[src/rtl/minterm_sweeper.sv]
// rtl/minterm_sweeper.sv - N-input truth-table engine with live evaluation and row sweep
module minterm_sweeper #(
  parameter int N = 3
) (
  input  logic                clk,
  input  logic                rst,
  input  logic                load,
  input  logic [(1<<N)-1:0]   mask_in,
  input  logic                mode_in,
  input  logic                start,
  input  logic [N-1:0]        x_in,
  output logic                s_live,
  output logic                busy,
  output logic                sweep_valid,
  output logic [N-1:0]        sweep_idx,
  output logic                sweep_s,
  output logic [N:0]          ones_count,
  output logic                done
);

  localparam int M = 1 << N;

  typedef enum logic [1:0] {
    IDLE  = 2'd0,
    SWEEP = 2'd1,
    DONE  = 2'd2
  } state_t;

  state_t         state_q, state_d;
  logic [M-1:0]   mask_q;
  logic           mode_q;
  logic           s_live_q;
  logic           sweep_valid_q;
  logic [N-1:0]   idx_q;
  logic [N:0]     count_q;
  logic           done_q;

  // PoS lists maxterms, so the function is the complement of the listed bit.
  logic f_sweep;
  logic f_live;
  logic last_row;

  assign f_sweep  = mode_q ^ mask_q[idx_q];
  assign f_live   = mode_q ^ mask_q[x_in];
  assign last_row = &idx_q;

  // State register; reset aborts any sweep in progress.
  always_ff @(posedge clk) begin
    if (rst) begin
      state_q <= IDLE;
    end else begin
      state_q <= state_d;
    end
  end

  // Next-state logic: a simultaneous load suppresses start.
  always_comb begin
    state_d = state_q;
    case (state_q)
      IDLE:    if (start && !load) state_d = SWEEP;
      SWEEP:   if (last_row) state_d = DONE;
      DONE:    state_d = IDLE;
      default: state_d = IDLE;
    endcase
  end

  // Output decode from the state register.
  always_comb begin
    busy = 1'b0;
    case (state_q)
      SWEEP:   busy = 1'b1;
      DONE:    busy = 1'b1;
      default: busy = 1'b0;
    endcase
  end

  // Datapath: live evaluation every cycle, mask capture and sweep counters.
  always_ff @(posedge clk) begin
    if (rst) begin
      mask_q        <= '0;
      mode_q        <= 1'b0;
      s_live_q      <= 1'b0;
      sweep_valid_q <= 1'b0;
      idx_q         <= '0;
      count_q       <= '0;
      done_q        <= 1'b0;
    end else begin
      s_live_q <= f_live;
      case (state_q)
        IDLE: begin
          done_q <= 1'b0;
          if (load) begin
            mask_q <= mask_in;
            mode_q <= mode_in;
          end else if (start) begin
            count_q       <= '0;
            idx_q         <= '0;
            sweep_valid_q <= 1'b1;
          end
        end
        SWEEP: begin
          count_q <= count_q + (N+1)'(f_sweep);
          if (last_row) begin
            sweep_valid_q <= 1'b0;
            done_q        <= 1'b1;
          end else begin
            idx_q <= idx_q + N'(1);
          end
        end
        DONE: begin
          done_q <= 1'b0;
        end
        default: begin
          done_q <= 1'b0;
        end
      endcase
    end
  end

  // The row value is only meaningful while a sweep is presenting rows.
  assign sweep_s     = sweep_valid_q & f_sweep;
  assign s_live      = s_live_q;
  assign sweep_valid = sweep_valid_q;
  assign sweep_idx   = idx_q;
  assign ones_count  = count_q;
  assign done        = done_q;

endmodule

[config.mk]
export PLATFORM = sky130hd
export DESIGN_NAME = minterm_sweeper
export DESIGN_NICKNAME = d
export VERILOG_FILES = /design/src/rtl/minterm_sweeper.sv
export SDC_FILE = /design/constraint.sdc
export NUM_CORES = 1
export LEC_CHECK = 0
export ABC_AREA = 1
export BUFFER_PORTS_ARGS = -buffer_cell sky130_fd_sc_hd__buf_2
export CORE_ASPECT_RATIO = 0.7
export CORE_MARGIN = 10
export CORE_UTILIZATION = 25
export DETAILED_ROUTE_END_ITERATION = 12
export PLACE_DENSITY_LB_ADDON = 0.05
export SETUP_SLACK_MARGIN = 0.2
export SYNTH_ARGS = -nofsm -noshare
export SYNTH_HDL_FRONTEND = slang
export SYNTH_SLANG_ARGS = --single-unit
[constraint.sdc]
create_clock -name clk -period 1.7 [get_ports clk]
set_input_delay 0.17 -clock clk [delete_from_list [all_inputs] [get_ports clk]]
set_output_delay 0.17 -clock clk [all_outputs]
set_load 0.05 [all_outputs]
Word-level counts from Yosys, hierarchy flattened. Cells that the tools add are included.

Register bits after elaboration: 21. Output and inout port bits: 12.

Bitwise gates (word level): 4. Muxes and demuxes: 19. Reduce and logical (&&, ||, !) cells: 12. $lt $le $gt $ge: 2. Add/subtract/negate cells: 2. Eq/ne operators: 7.

Operator list (count): inequality test 2 bit (second input constant) (5); two-way mux 3 bit (3); < comparator 3 x 4 -> 1 bit (second input constant) (2); two-way mux 4 bit (2); one-hot mux 4 bit (2 select lines) (1); AND reduction 4 bit (2); binary-select mux 1 bit (select 3 bit) (2); two-way mux 1 bit (6); one-hot mux 3 bit (2 select lines) (1); AND reduction 3 bit (2); adder 4 x 1 -> 4 bit (1); two-way mux 2 bit (2); one-hot mux 2 bit (2 select lines) (1); AND reduction 2 bit (2); OR reduction 2 bit (2); adder 3 x 1 -> 3 bit (second input constant) (1); equality test 2 x 1 -> 1 bit (second input constant) (1); equality test 2 bit (second input constant) (1); zero test 2 bit (1); one-hot mux 1 bit (2 select lines) (1); nonzero test 2 bit (1); XOR 1 bit (2); bitwise AND 1 bit (1); logical AND 1 bit (1); 2 further kinds (2).

Logic depth before layout (Yosys ltp).
Depth in word-level cells: 5. Mapped depth: 15. Mapped depth without buffers: 15.

Worst setup path before layout. OpenSTA, ideal clock, no wires.

Path kind: register to output. From: register idx_q[0], in the netlist sweep_idx[0]. To: output sweep_s. Required time: 1.530 ns. Path slack: -0.405 ns. Arrival time: 1.935 ns. Cell stages (with the launch flop): 9. Cells stage by stage: dfxtp_1 -> inv_2 -> nand2_1 -> nand3_1 -> nand2_1 -> nand2_1 -> nand3_1 -> nand2_1 -> nor2_1.

Cells in the longest elaborated chain, start to end: 4.

Ends and longest elaborated chain: from (decl) (line 34) `logic [N-1:0] idx_q;`; from (signal assigned) (line 107) `idx_q <= idx_q + N'(1);`; binary-select mux 1 bit (select 3 bit) (line 43) `assign f_sweep = mode_q ^ mask_q[idx_q];`; two-way mux 1 bit (implied by the code) (line 43); XOR 1 bit (line 43); bitwise AND 1 bit (line 121) `assign sweep_s = sweep_valid_q & f_sweep;`; to (decl) (line 16) `output logic sweep_s,`.

Every way passes these cells. The select of a mux whose other input is x is not followed.

Worst setup path after layout. Ends and elaborated chain as after synthesis.

==> impl_metrics.csv <==
group,metric,value,unit
timing,setup_slack,0.112,ns
yosys,synth_top_area_cell,"dfxtp_1",
worst_hold_path,hold_path_class,"in -> reg",
yosys,postSynthCellCount,158,
setup_path,cp.required,1.53,ns
setup_path,arrival,1.42,ns
pwr,p_clk_frac,0.263,
drt,drt_pass1_iterations,4,
pwr,power_frac_seq,0.425,
die,core.rowCount,20,
timing,grt_setup_unrepaired,"yes",
yosys,yosys_warnings,0,
drt,vias_per_cell,4.34,
place,dp_slack,0.125,ns
global_route,antenna_found_initial,0,
place,place_hpwl,2.36,mm
finish,final_nets,216,
yosys,async_flop_share,0,
finish,fin_util,0.341,
finish,fill_cells,460,
finish,drive_gt1_frac,0.349,
timing,slew_viol_final,0,
finish,diodes,0,
drt,routed_wl,3.04,mm
setup_path,crit_path_frequent_cell,"nand2_1",
setup_path,cpMaxStageDelayCell,"dfxtp_4",
die,die_h,75.4,um
setup_path,start_kind,"flop",
timing,fin_setup_tns,0,ns
finish,syn2layout_area_growth,33.0,%
outcome,status,"complete, no violations",
drt,ant_nets,0,
die,fp.dieArea,0.00748,mm^2
clock_network,cts_tree,"done",
drt,drcViolationCount,0,
yosys,syn_nets,181,
global_route,grt_overflow,0,
global_route,grt_pass1_vias,1057,
yosys,syn_area,0.00110,mm^2
setup_path,critPathMaxStageDelay,0.38,ns
timing,finalCritPeriodShare,0.934,
yosys,ys_seq_elements,21,
yosys,ys_types,18,
clock_network,clock_path_buffers,2,
global_route,grt_pass1_wl,4.99,mm
drt,wl_per_cell,12.3,um
yosys,synth_top_area_frac,0.384,
clock_network,clock_sinks,21,
yosys,synth-seq-area-share,0.384,
timing,fmaxAchievable,630,MHz
run,cap_violations,0,
timing,relSlewSlack,0.673,
die,start_util,0.256,
die,core,0.00428,mm^2
place,place_area,0.00136,mm^2
yosys,avgSynthCellArea,6.94,um^2
yosys,synth_edf_count,0,
clock_network,h-tree-depth,1,
pwr,pwr-share-comb,0.312,
pwr,switching_share,0.359,
die,die_width,99.1,um
finish,final_cell_area,0.00146,mm^2
timing,hold_viol,0,
timing,worstMarginPinSlew,0.490,ns
yosys,synth.most_common_cell,"nand2_1",
timing,skew,0.00536,ns
clock_network,insertion_delay,0.27,ns
timing,period_needed,1.59,ns
setup_path,cp_max_fo,8,
pwr,ir_drop,0.288,mV
global_route,grt_start_max_net_pins,19,
place,routabilityCongestion,0.779,
pwr,internal-power,0.828,mW
pwr,p_leak,0.687,nW
setup_path,path_cells,"inv_4 -> nand2_1 -> nand3_1 -> nand2_1 -> nand2_1 -> nand2_1 -> nand2_1 -> nand2_2 -> nor2_2 -> buf_6",
yosys,synth.area.top_cells,"dfxtp_1 (38%), nand2_1 (14%), ha_1 (8.0%), inv_1 (7.5%), nand3_1 (6.8%)",
yosys,synthTopCellsByCount,"nand2_1 (41), inv_1 (22), dfxtp_1 (21)",
drt,drtIter0Drc,56,
drt,vias,1073,
clock_network,clkTransAtPathRegs,0.08,ns
pwr,power.switching,0.464,mW
clock_network,cts-buffers-inserted,3,
setup_path,crit_type,"reg -> out",
timing,finalSetupViolCount,0,
pwr,cellPowerDensity,886,mW/mm^2
die,pin_count,28,
global_route,grt_usage,0.0824,
setup_path,cp-end-kind,"primary output",
place,port-buffer-count,27,
clock_network,cts-root-buf,"clkbuf_8",
clock_network,cts_hold_buf,0,
timing,holdWs,0.125,ns
yosys,synth_flop_cell,"dfxtp_1",
-- cell families (layout without fill, tap and decap cells) --
| group | after synthesis | in the layout | synth area share |
|---|---|---|---|
| adders and majority gates | 7 | 7 | 0.0799 |
| DFF | 21 | 21 | 0.384 |
| AOI/OAI and AO/OA | 32 | 32 | 0.162 |
| and+or+nand+nor | 71 | 71 | 0.280 |
| buffers and inverters | 27 | 61 | 0.0947 |
-- flip-flops by register name (all words and copies together) (netlist names) --
| register | flops |
|---|---|
| done | 1 |
| mask_q | 8 |
| mode_q | 1 |
| ones_count | 4 |
| s_live | 1 |
| state_q | 2 |
| sweep_idx | 3 |
| sweep_valid | 1 |
-- critical path, delay by kind of cell, from the launching register on --
family                 cells  cell delay (ns)
buffers and inverters      2             0.25
DFF                        1             0.38
and+or+nand+nor            8             0.52
-- metal layers --
layer | vias up | track usage | wire length (um) | part of all wire
li1 | 572 | - | - | -
met1 | 481 | 0.108 | 1530 | 0.50
met2 | 18 | 0.122 | 1320 | 0.43
met3 | 2 | 0.0344 | 177 | 0.058
met4 | 0 | 0.0190 | 19 | 0.0062
met5 | - | 0 | 0 | 0
-- final cells by class --
class | instances | area (um^2) | area share
well taps | 55 | 68.8 | 0.0472
clock inverters | 1 | 5.00 | 0.00343
inverters | 25 | 96.3 | 0.0661
repair buffers | 32 | 179 | 0.123
clock buffers | 3 | 41.3 | 0.0283
flip-flops and latches | 21 | 429 | 0.294
multi-input cells | 110 | 638 | 0.438
-- metrics by stage --
step	power (mW)	std cells
after detailed placement	0.943	242
after CTS	1.29	247
after global placement	0.943	242
final	1.29	247
after floorplan	0.835	158
after global routing	1.38	247
-- placed cells by master (no fill, tap or decap) --
| cell | Yosys | routed |
|---|---|---|
| nor2_1 | 10 | 8 |
| nor2_4 | 1 | 1 |
| o21ai_0 | 13 | 11 |
| inv_1 | 22 | 19 |
| o21ai_1 | 0 | 1 |
| o21ai_2 | 3 | 4 |
| clkbuf_8 | 0 | 3 |
| buf_4 | 0 | 5 |
| dfxtp_4 | 0 | 2 |
| buf_6 | 0 | 1 |
| nand3_1 | 15 | 12 |
| nand2_1 | 41 | 35 |
| a21oi_1 | 13 | 13 |
| nor2_2 | 0 | 2 |
| ha_2 | 0 | 1 |
| clkinv_2 | 0 | 1 |
| nand3b_1 | 1 | 1 |
| a211oi_1 | 1 | 1 |
| nand3_2 | 0 | 3 |
| buf_2 | 2 | 26 |
| nand2_2 | 2 | 8 |
| a21o_1 | 1 | 1 |
| or2_4 | 1 | 1 |
| dfxtp_1 | 21 | 18 |
| ha_1 | 7 | 4 |
| ha_4 | 0 | 2 |
| dfxtp_2 | 0 | 1 |
| a31oi_1 | 1 | 1 |
| inv_2 | 3 | 5 |
| inv_4 | 0 | 1 |
-- worst paths after layout --
kind	start	to	slack (ns)	cells past startpoint
setup reg to reg	sweep_idx[0]$_SDFFE_PP0P_	ones_count[1]$_SDFFE_PP0P_	0.12	13
hold reg to reg	mask_q[5]$_SDFFE_PP0P_	mask_q[5]$_SDFFE_PP0P_	0.48	2
setup / recovery	sweep_idx[0]$_SDFFE_PP0P_	sweep_s	0.11	10
hold / removal	rst	sweep_idx[1]$_SDFFE_PP0P_	0.13	2
-- repair_timing --
action / in CTS / in global routing
endpoints found under the setup margin: 5 / 14
resized for setup: 6 / 11
endpoints found under the hold margin: 0 / 0
cloned: 0 / 0
buffers inserted: 1 / 0
pin swaps: 6 / 10
-- power groups by stage --
| stage | combinational, mW | sequential (mW) | clock [mW] |
|---|---|---|---|
| floorplan | 0.239 | 0.596 | 0 |
| global placement | 0.383 | 0.559 | 0 |
| detailed placement | 0.382 | 0.560 | 0 |
| CTS | 0.392 | 0.548 | 0.355 |
| global route | 0.458 | 0.555 | 0.371 |
| finish | 0.403 | 0.549 | 0.339 |
No activity file was read; power rests on OpenSTA's default activity.
